==> src/rtl/sr_mdu_seq_if.sv <==
// Request/response channel between the execute stage and the iterative MUL/DIV sequencer.
interface sr_mdu_seq_if #(
  parameter int WIDTH = 32
);
  logic             req_valid;
  logic             req_ready;
  logic [1:0]       req_op;
  logic [WIDTH-1:0] req_a;
  logic [WIDTH-1:0] req_b;
  logic             resp_valid;
  logic             resp_ready;
  logic [WIDTH-1:0] resp_result;

  modport master (
    output req_valid, req_op, req_a, req_b, resp_ready,
    input  req_ready, resp_valid, resp_result
  );

  modport slave (
    input  req_valid, req_op, req_a, req_b, resp_ready,
    output req_ready, resp_valid, resp_result
  );
endinterface

==> src/rtl/sr_mdu_seq.sv <==
// Iterative MUL / DIVU / REMU sequencer that time-shares the core's 32-bit ALU:
// shift-add multiply (32 steps) and restoring divide (32 compare+subtract pairs).
module sr_mdu_seq #(
  parameter int WIDTH         = 32,
  parameter bit DIV_ZERO_FAST = 1'b0
) (
  input  logic             clk,
  input  logic             rst,
  sr_mdu_seq_if.slave      mdu,
  output logic             busy,
  output logic [WIDTH-1:0] alu_srcA,
  output logic [WIDTH-1:0] alu_srcB,
  output logic [2:0]       alu_oper,
  input  logic [WIDTH-1:0] alu_result
);

  // ALU operation codes shared with the CPU core's ALU.
  localparam logic [2:0] ALU_ADD  = 3'b000;
  localparam logic [2:0] ALU_SLTU = 3'b011;
  localparam logic [2:0] ALU_SUB  = 3'b100;

  localparam logic [1:0] OP_DIVU = 2'b01;
  localparam logic [1:0] OP_REMU = 2'b10;

  typedef enum logic [2:0] {
    S_IDLE,
    S_MUL,
    S_DIV_CMP,
    S_DIV_SUB,
    S_DONE
  } state_t;

  state_t           r_state;
  state_t           w_next;
  logic [4:0]       r_cnt;
  logic [1:0]       r_op;
  logic             r_ge;
  logic [WIDTH-1:0] r_acc;
  logic [WIDTH-1:0] r_mcand;
  logic [WIDTH-1:0] r_mplier;
  logic [WIDTH-1:0] r_rem;
  logic [WIDTH-1:0] r_quo;
  logic [WIDTH-1:0] r_dvs;
  logic [WIDTH-1:0] r_result;

  logic             w_accept;
  logic             w_req_div;
  logic             w_fast_zero;
  logic             w_last;
  logic [WIDTH-1:0] w_rem_sh;
  logic             w_carry;
  logic             w_ge;

  assign w_accept    = mdu.req_valid && (r_state == S_IDLE);
  assign w_req_div   = (mdu.req_op == OP_DIVU) || (mdu.req_op == OP_REMU);
  assign w_fast_zero = DIV_ZERO_FAST && w_req_div && (mdu.req_b == '0);
  assign w_last      = (r_cnt == 5'd31);

  // Shifted-out remainder MSB means rem_sh >= 2^32 > dvs, so subtract regardless of SLTU.
  assign w_rem_sh = {r_rem[WIDTH-2:0], r_quo[WIDTH-1]};
  assign w_carry  = r_rem[WIDTH-1];
  assign w_ge     = w_carry | ~alu_result[0];

  assign mdu.req_ready   = (r_state == S_IDLE);
  assign mdu.resp_valid  = (r_state == S_DONE);
  assign mdu.resp_result = r_result;
  assign busy            = (r_state != S_IDLE);

  always_comb begin
    w_next   = r_state;
    alu_oper = ALU_ADD;
    alu_srcA = '0;
    alu_srcB = '0;
    case (r_state)
      S_IDLE: begin
        if (w_accept) begin
          if (w_fast_zero)    w_next = S_DONE;
          else if (w_req_div) w_next = S_DIV_CMP;
          else                w_next = S_MUL;
        end
      end
      S_MUL: begin
        alu_oper = ALU_ADD;
        alu_srcA = r_acc;
        alu_srcB = r_mplier[0] ? r_mcand : '0;
        if (w_last) w_next = S_DONE;
      end
      S_DIV_CMP: begin
        alu_oper = ALU_SLTU;
        alu_srcA = w_rem_sh;
        alu_srcB = r_dvs;
        w_next   = S_DIV_SUB;
      end
      S_DIV_SUB: begin
        if (r_ge) begin
          alu_oper = ALU_SUB;
          alu_srcA = r_rem;
          alu_srcB = r_dvs;
        end
        w_next = w_last ? S_DONE : S_DIV_CMP;
      end
      S_DONE: begin
        if (mdu.resp_ready) w_next = S_IDLE;
      end
      default: w_next = S_IDLE;
    endcase
  end

  always_ff @(posedge clk) begin
    if (rst) begin
      r_state  <= S_IDLE;
      r_cnt    <= '0;
      r_op     <= '0;
      r_ge     <= 1'b0;
      r_acc    <= '0;
      r_mcand  <= '0;
      r_mplier <= '0;
      r_rem    <= '0;
      r_quo    <= '0;
      r_dvs    <= '0;
      r_result <= '0;
    end else begin
      r_state <= w_next;
      case (r_state)
        S_IDLE: begin
          if (w_accept) begin
            r_op  <= mdu.req_op;
            r_cnt <= '0;
            if (w_req_div) begin
              r_rem <= '0;
              r_quo <= mdu.req_a;
              r_dvs <= mdu.req_b;
              if (w_fast_zero)
                r_result <= (mdu.req_op == OP_DIVU) ? '1 : mdu.req_a;
            end else begin
              r_acc    <= '0;
              r_mcand  <= mdu.req_a;
              r_mplier <= mdu.req_b;
            end
          end
        end
        S_MUL: begin
          r_acc    <= alu_result;
          r_mcand  <= r_mcand << 1;
          r_mplier <= r_mplier >> 1;
          r_cnt    <= r_cnt + 5'd1;
          if (w_last) r_result <= alu_result;
        end
        S_DIV_CMP: begin
          r_rem <= w_rem_sh;
          r_quo <= {r_quo[WIDTH-2:0], w_ge};
          r_ge  <= w_ge;
        end
        S_DIV_SUB: begin
          if (r_ge) r_rem <= alu_result;
          r_cnt <= r_cnt + 5'd1;
          // Final remainder is this step's subtract result, so latch it straight from the ALU.
          if (w_last) begin
            if (r_op == OP_REMU) r_result <= r_ge ? alu_result : r_rem;
            else                 r_result <= r_quo;
          end
        end
        default: ;
      endcase
    end
  end

endmodule
==> src/flat_wrapper.sv <==
// flat-port wrapper written by rule: the top's interface ports become plain ports
module sr_mdu_seq_flat 
#(
  parameter int WIDTH         = 32,
  parameter bit DIV_ZERO_FAST = 1'b0
)
  (clk, rst, busy, alu_srcA, alu_srcB, alu_oper, alu_result, mdu_req_valid, mdu_req_op, mdu_req_a, mdu_req_b, mdu_resp_ready, mdu_req_ready, mdu_resp_valid, mdu_resp_result);
  sr_mdu_seq_if #(.WIDTH(WIDTH)) mdu_i ();
  input  logic clk;
  input  logic rst;
  output logic busy;
  output logic [WIDTH-1:0] alu_srcA;
  output logic [WIDTH-1:0] alu_srcB;
  output logic [2:0] alu_oper;
  input  logic [WIDTH-1:0] alu_result;
  input wire logic [$bits(mdu_i.req_valid)-1:0] mdu_req_valid;
  input wire logic [$bits(mdu_i.req_op)-1:0] mdu_req_op;
  input wire logic [$bits(mdu_i.req_a)-1:0] mdu_req_a;
  input wire logic [$bits(mdu_i.req_b)-1:0] mdu_req_b;
  input wire logic [$bits(mdu_i.resp_ready)-1:0] mdu_resp_ready;
  output wire logic [$bits(mdu_i.req_ready)-1:0] mdu_req_ready;
  output wire logic [$bits(mdu_i.resp_valid)-1:0] mdu_resp_valid;
  output wire logic [$bits(mdu_i.resp_result)-1:0] mdu_resp_result;
  assign mdu_i.req_valid = mdu_req_valid;
  assign mdu_i.req_op = mdu_req_op;
  assign mdu_i.req_a = mdu_req_a;
  assign mdu_i.req_b = mdu_req_b;
  assign mdu_i.resp_ready = mdu_resp_ready;
  assign mdu_req_ready = mdu_i.req_ready;
  assign mdu_resp_valid = mdu_i.resp_valid;
  assign mdu_resp_result = mdu_i.resp_result;
  sr_mdu_seq #(.WIDTH(WIDTH), .DIV_ZERO_FAST(DIV_ZERO_FAST)) u_core (.clk(clk), .rst(rst), .mdu(mdu_i), .busy(busy), .alu_srcA(alu_srcA), .alu_srcB(alu_srcB), .alu_oper(alu_oper), .alu_result(alu_result));
endmodule
==> config.mk <==
export PLATFORM = sky130hd
export DESIGN_NAME = sr_mdu_seq_flat
export DESIGN_NICKNAME = d
export VERILOG_FILES = /design/src/rtl/sr_mdu_seq_if.sv /design/src/rtl/sr_mdu_seq.sv /design/src/flat_wrapper.sv
export SDC_FILE = /design/constraint.sdc
export NUM_CORES = 1
export LEC_CHECK = 0
export ABC_AREA = 1
export CAP_MARGIN = 10
export CORE_UTILIZATION = 45
export DETAILED_ROUTE_END_ITERATION = 12
export GPL_TIMING_DRIVEN = 0
export PLACE_DENSITY = 0.72
export SETUP_SLACK_MARGIN = 0.5
export SKIP_CTS_REPAIR_TIMING = 1
export SYNTH_ARGS = -nofsm -noshare
export SYNTH_HDL_FRONTEND = slang
export SYNTH_SLANG_ARGS = --single-unit
==> constraint.sdc <==
create_clock -name clk -period 5.1 [get_ports clk]
set_input_delay 1.02 -clock clk [delete_from_list [all_inputs] [get_ports clk]]
set_output_delay 1.02 -clock clk [all_outputs]
set_load 0.1 [all_outputs]
; Yosys cells after proc, flatten, opt, wreduce, memory -nomap -nowiden
; Cells that the tools add are included.
[totals]
latch_bits = 0
memories = 0
ramBits = 0
word_cells = 81
output_inout_bits = 102
reg_bits = 235
mem_bits_ro = 0
[classes]
bitwise_logic = 2
add_sub_neg = 1
eq_ne = 14
n_reduce_logical = 18
shift = 0
mul = 0
div = 0
muxes = 35
n_lt_le_gt_ge = 0
[ops]
columns = op, count
row1 = 32-bit two-way mux, 17
row2 = 32-bit one-hot mux with 2 select lines, 5
row3 = 32-bit one-hot mux with 3 select lines, 3
row4 = 3-bit AND reduction, 6
row5 = 3-bit two-way mux, 5
row6 = 3-bit one-hot mux with 5 select lines, 1
row7 = 5-bit one-hot mux with 2 select lines, 1
row8 = 2-bit by 1-bit inequality test with 1-bit output (second input constant), 4
row9 = 2-bit nonzero test, 4
row10 = 3-bit by 2-bit == test with 1-bit output (second input constant), 2
row11 = 3-bit one-hot mux with 2 select lines, 1
row12 = 3-bit nonzero test, 2
row13 = 5-bit by 1-bit adder with 5-bit output (second input constant), 1
row14 = 5-bit == test (second input constant), 1
row15 = 5-bit two-way mux, 1
row16 = 2-bit == test (second input constant), 2
row17 = 2-bit inequality test (second input constant), 2
row18 = 2-bit AND reduction, 2
row19 = 3-bit by 1-bit == test with 1-bit output (second input constant), 1
row20 = 3-bit == test (second input constant), 1
row21 = 3-bit logical NOT, 1
row22 = 2-bit by 1-bit == test with 1-bit output (second input constant), 1
row23 = 2-bit two-way mux, 1
row24 = 2-bit OR reduction, 1
row25 = other kinds (4), 4

; Logic depth before layout (Yosys ltp)
; Gate-level depths: netlist of run 1.
[depth]
word_depth = 5
ltp_mapped = 10

; Worst setup path after synthesis of run 1
; No wires, ideal clock.
[synth_timing]
path_kind = register to output
start = reg u_core.r_state[2]
end = out alu_srcB[31]
path_buffers = 0
stages_incl_launch_ff = 8
slack_ns = 0.406
arrival_time_ns = 3.674
cell_sequence = dfxtp_1 inv_2 nand2_2 nor2_1 nand2_1 inv_1 nor2_2 o21ai_0
[synth_via]
elab_chain_len = 2
word_cells_on_any_way = 4
classes_between = eq/ne: 3 / mux: 1
[synth_rtl]
columns = element, line
row1 = from (decl), sr_mdu_seq.sv:33  ; state_t r_state;
row2 = from (signal assigned), sr_mdu_seq.sv:123  ; r_state <= w_next;
row3 = 3-bit by 2-bit == test with 1-bit output or 3-bit by 1-bit == test with 1-bit output (tied branches), sr_mdu_seq.sv:74  ; case (r_state)
row4 = 32-bit one-hot mux with 3 select lines *, sr_mdu_seq.sv:74
row5 = to (decl), flat_wrapper.sv:13  ; output logic [WIDTH-1:0] alu_srcB;
; Every way passes the cells marked *; elsewhere a longest branch is shown, timed or not.

; Worst setup path after layout of run 1
[layout_timing]
start = reg u_core.r_state[2]
end = out alu_srcB[2]
; The elaborated chain is that of the path after synthesis.

==> results of run 1 <==
==> flip-flops by register name (all words and copies together), names as in the netlist <==
name and count:
u_core.r_mcand 32, u_core.r_ge 1, u_core.r_quo 32, u_core.r_acc 32, u_core.r_mplier 32, u_core.r_state 3
u_core.r_rem 32, u_core.r_dvs 32, u_core.mdu.resp_result 32, u_core.r_op 2, u_core.r_cnt 5
==> worst paths after layout <==
kind	startpoint	endpoint	slack, ps	cells past startpoint
setup / recovery	u_core.r_state[2]	alu_srcB[2]	650	9
hold / removal	u_core.r_op[1]	u_core.r_op[1]	480	2
setup reg to reg	u_core.r_cnt[0]	u_core.mdu.resp_result[11]	2840	10
hold reg to reg	u_core.r_op[1]	u_core.r_op[1]	480	2
==> power by group through the flow <==
stage,clock network (uW),logic [uW],registers [uW]
2_1_floorplan,0,1230,2180
3_3_place_gp,0,1680,2210
3_5_place_dp,0,1700,2220
4_1_cts,2060,1710,2180
5_1_grt,2140,1910,2200
6_report,2050,1740,2180
==> area by class of cell <==
cell class	instances	area, um^2	area share (%)
clock buffers	37	743.2	4.677
plain buffers	144	636.9	4.008
well taps	341	426.7	2.685
clock inverters	9	173.9	1.094
inverters	114	427.9	2.693
multi-input cells	1516	6595	41.50
flip-flops and latches	235	4705	29.61
repair buffers	202	2182	13.73
==> cells in the mapped netlist <==
master / n
o21ai_1: 20
nand2_2: 1
nand3_2: 3
nor2_2: 2
a21oi_1: 45
buf_4: 2
clkbuf_1: 67
or2_2: 1
dfxtp_1: 235
o22ai_1: 31
buf_2: 71
nor2_4: 1
o211ai_1: 1
buf_1: 4
nand3b_1: 63
inv_2: 3
nor2_1: 453
o221ai_1: 32
nand3_1: 51
o21ai_0: 175
nand2_1: 634
ha_1: 3
inv_1: 111
==> stage by stage <==
step / std cells / hold WS, ps / setup WS, ps / cell area [um^2]
2_1_floorplan: 2009 / 444.3 / 866.5 / 12360
3_3_place_gp: 2552 / 458.5 / 958.2 / 14810
3_5_place_dp: 2552 / 464.4 / 941.3 / 14810
4_1_cts: 2598 / 472.8 / 337.5 / 15730
5_1_grt: 2598 / 494.0 / 576.8 / 15890
6_report: 2598 / 476.9 / 645.5 / 15890
==> cell usage in the layout, fill, tap and decap left out, types with 32 or more instances in the layout <==
cell type	instances
clkbuf_1	74
buf_2	71
dlymetal6s2s_1	64
inv_1	111
nor2_1	453
o21ai_0	174
nand3b_1	63
nand3_1	51
a21oi_1	45
o221ai_1	32
nand2_1	634
dfxtp_1	235
clkdlybuf4s50_1	138
==> cells by family after synthesis <==
logic type / after synthesis
AND/OR/NAND/NOR: 1209
AO/OA/AOI/OAI: 304
buffers and inverters: 258
flip-flops: 235
adder cells (fa/ha/maj): 3
==> tightest hold or removal path: cells and delay by family (launching register included) <==
family,cells,cell delay (ps)
flops,1,310
compound gates,1,60
buf+inv,1,60
==> layer usage <==
metal | routed length, um | GRT usage [%] | share of wire, %
met1 | 18100 | 38.63 | 42
met2 | 19800 | 49.71 | 46
met3 | 3593 | 3.687 | 8.4
met4 | 1162 | 9.374 | 2.7
met5 | 0 | 0 | 0
==> run metrics, run 1 <==
status=complete, no violations; final wirelength=42660 um; Final Cycle Share=roughly 87%; P per Cell Area=375.7 mW/mm^2; yosys warns=0; main area contributors after synthesis=dfxtp_1 (38%), nand2_1 (19%), nor2_1 (14%); share of power burned in combinational logic=between 20 and 30%; Setup Skew=12.79 ps; Initial DRT Pass Iterations=7; Net Sw Power=2100 uW; final core occ=58.96%; TritonCTS clock tree=done; Hold Crit Class=reg2reg; fraction of layout cells with a size suffix above 1=5.450%; fmax=224.5 MHz; P&R area growth vs syn=28.52%; IO Port Bufs=202; Row Count=60; delay-heaviest family, CP=buffers and inverters; Switching Fraction=35.18%; count of cell types in the netlist=23; Synth Net Count=~2100; Vias/cell=between 5 and 6; CP Cell Sequence=inv_2, nand2_2, nor2_1, nand2_1, inv_1, nor2_2, buf_2, o22ai_1, dlymetal6s2s_1; CP Capture Type=primary output; RSZ-0062 raised after global routing=false; number of global-route vias before repair=about 12000; part of the power in registers=36.6%; crit path launch type=register; Hold Vio Cnt, Final=0; Initial Util=45.88%; simple-gate share of the synthesized area=between 30% and 40%; CTS sink count=235; die area=approximately 0.028 mm^2; post-synthesis sequential area ratio=a little under two fifths; largest family of logic cells by synthesized area=simple AND/OR/NAND/NOR gates; post-route ant nets=0; CP Class=reg2out; GR Overflow Total=0; CP arrival=3430 ps; Synth top area share=38.05%; Worst Path Max Fanout=10; mux cell area share after synthesis=0%; Max Cap Viol=0; Clk pwr share=around a third; Global Route Usage Sum=29.34%; Slew @ Worst Pin=approximately 990 ps; max incr delay on CP=800 ps; Antenna diodes=0; leading area contributor after synthesis=dfxtp_1; Inserted Clock Buffers=27; syn_area_per_cell=approximately 6 um^2; area share of fa/ha/maj cells after synthesis=0.3036%; cells after synthesis=~2000; setup total negative slack=0 ps; worst-skew pair later-pin latency=between 500 and 600 ps; post-DR wirelength/cell=16.42 um; initial antenna violation count=0; buffers and inverters on the worst path=4; # fillers=between 2000 and 3000; DP HPWL=32320 um; CTS clock-pin slew for the worst setup and hold paths=roughly 60 ps; fin crit period=4454 ps; # IOs=204; Post-Synth XOR/XNOR Area=0%; final slew viol count=0; Worst EP required=between 4000 and 5000 ps; largest net degree at the start of global routing=14; Setup violations, final=0; Power Total=between 5000 and 6000 uW; root buffer cell=clkbuf_16; CP max stage cell=dlymetal6s2s_1; H-tree levels=1; Die Wd=167.8 um; DR iter-0 viols=roughly 1300; Max VDD drop=0.1863 mV; clk buf depth=3; global-route wire length before repair=66070 um; Yosys reg bits=around 240; fin nets=2345; die height=167.8 um; P_int=roughly 3900 uW; Leak=0.008301 uW; core region area=0.02695 mm^2; routability cong.=0.9559; Max-slew headroom=~34%; vias=between 10000 and 15000; DRC errors left=0; synthesized cell area=0.01236 mm^2; Synth Area in Compound Gates=13.61%
Note: power is estimated with default switching activity, not from simulation.
==> run 2: changes to the inputs <==
- CORE_MARGIN: default -> 8
==> run 2 against run 1 <==
First-iteration DRC count decreased by 1.7%. Cell count barely moved. Clock-buffer cell count up 4. Critical path depth did not move. Setup slack better by 84 ps. Sequential share of layout area up 0.10 points. Via count decreased by 0.49%. Die area increased by 17%. Register-to-register slack lost 70 ps. Highest routed layer unchanged. Non-clock buffer count unchanged.
==> run metrics, run 2 (synthesis results as in run 1) <==
status=complete, no violations; setup total negative slack=0 ps; clk buf depth=3; crit path launch type=register; fraction of layout cells with a size suffix above 1=5.533%; R2R Path Start=u_core.r_cnt[0]; Row Count=60; CP Class=reg2out; # IOs=204; Hold Vio Cnt, Final=0; number of global-route vias before repair=13170; Max Cap Viol=0; IO Port Bufs=202; Worst R2R Setup Slack=2770 ps; post-route ant nets=0; Global Route Usage Sum=about a quarter; DP HPWL=approximately 34000 um; FF-to-FF End=u_core.mdu.resp_result[24]; hold_sp=u_core.r_acc[6]; final slew viol count=0; commonest cells after routing, fill and taps aside=nand2_1 (634), nor2_1 (453), dfxtp_1 (235), o21ai_0 (174), clkdlybuf4s50_1 (138); P&R area growth vs syn=28.07%; post-DR wirelength/cell=approximately 17 um; fmax=228.8 MHz; root buffer cell=clkbuf_16; RSZ-0062 raised after global routing=false; CP arrival=3350 ps; DR iter-0 viols=about 1300; die height=181.8 um; Layout Cells excl Fill=2600; Placed Instances=2552; Initial Util=45.88%; Slew @ Worst Pin=~990 ps; fin nets=2345; Worst Path Max Fanout=10; Leak=0.008281 uW; CTS sink count=about 240; Final Cycle Share=85.70%; GR Overflow Total=0; core region area=0.02695 mm^2; routability cong.=0.9579; H-tree levels=1; hold depth=2; worst-skew pair later-pin latency=~550 ps; Reg2Reg Depth=10; Worst EP required=4080 ps; Fin Hold WS=about 480 ps; Inserted Clock Buffers=27; global-route wire length before repair=69830 um; Final Worst Setup Slack=approximately 730 ps; pre-CTS setup slack=985.1 ps; fin crit period=4371 ps; die area=0.03304 mm^2; Max VDD drop=0.2141 mV; most common cell after layout, fill and taps aside=nand2_1; TritonCTS clock tree=done; vias=13790; DRC errors left=0; Max-slew headroom=33.74%; final wirelength=between 40000 and 50000 um; Antenna diodes=0; P per Cell Area=369.0 mW/mm^2; Setup violations, final=0; CTS clock-pin slew for the worst setup and hold paths=60 ps; largest net degree at the start of global routing=14; Vias/cell=5.304; Initial DRT Pass Iterations=7; Setup Skew=15.12 ps; Die Wd=181.8 um; initial antenna violation count=0; Hold Crit Class=reg2reg; Hold Crit Endpoint=u_core.r_acc[6]; CP Capture Type=primary output
-- run 2: metal layers --
| metal | global-route usage (%) | part of all wire (%) | up-vias |
|---|---|---|---|
| met2 | 44.44 | 46 | 627 |
| met3 | 4.810 | 8.0 | 101 |
| met4 | 8.495 | 2.9 | 0 |
| met1 | 32.25 | 43 | 6250 |
| met5 | 0 | 0 | - |
| li1 | - | - | 6812 |
-- run 2: where the power goes --
part           internal, uW  total (uW)  switching (uW)
Sequential             2070        2180             108
Combinational           533        1750            1220
Clock                  1120        1910             790
-- run 2: final cells by class --
class,instances,area (um^2)
plain buffers,144,636.9
clock buffers,41,798.3
clock inverters,7,63.81
fillers,2603,11120
inverters,114,427.9
multi-input cells,1516,6595
flip-flops and latches,235,4705
well taps,341,426.7
repair buffers,202,2182
-- run 2: how the worst max path moves through the flow --
stage	from	end	slack, ps	cells past startpoint
after floorplan	u_core.r_state[2]	alu_srcB[0]	870	8
after global placement	u_core.r_state[2]	alu_srcB[2]	970	9
after detailed placement	u_core.r_state[2]	alu_srcB[15]	990	9
after CTS	u_core.r_state[2]	alu_srcB[15]	380	9
after global routing	u_core.r_state[2]	alu_srcA[21]	650	9
final	u_core.r_state[2]	alu_srcA[24]	730	9
-- run 2: per-stage QoR --
step                      total power (uW)  instance area [um^2]  utilization, %
after floorplan                       3410                 12360               -
after global placement                3889                 14810           54.96
after detailed placement              3925                 14810           54.96
after CTS                             5822                 15680           58.16
after global routing                  6129                 15840           58.76
final                                 5843                 15840           58.76
-- run 2: critical path: stages (launching register included) --
cell,delay (ps)
dfxtp_1,400
inv_2,130
nand2_2,120
nor2_1,150
buf_2,390
buf_4,300
buf_2,280
nand2_1,90
o221ai_1,130
dlymetal6s2s_1,800
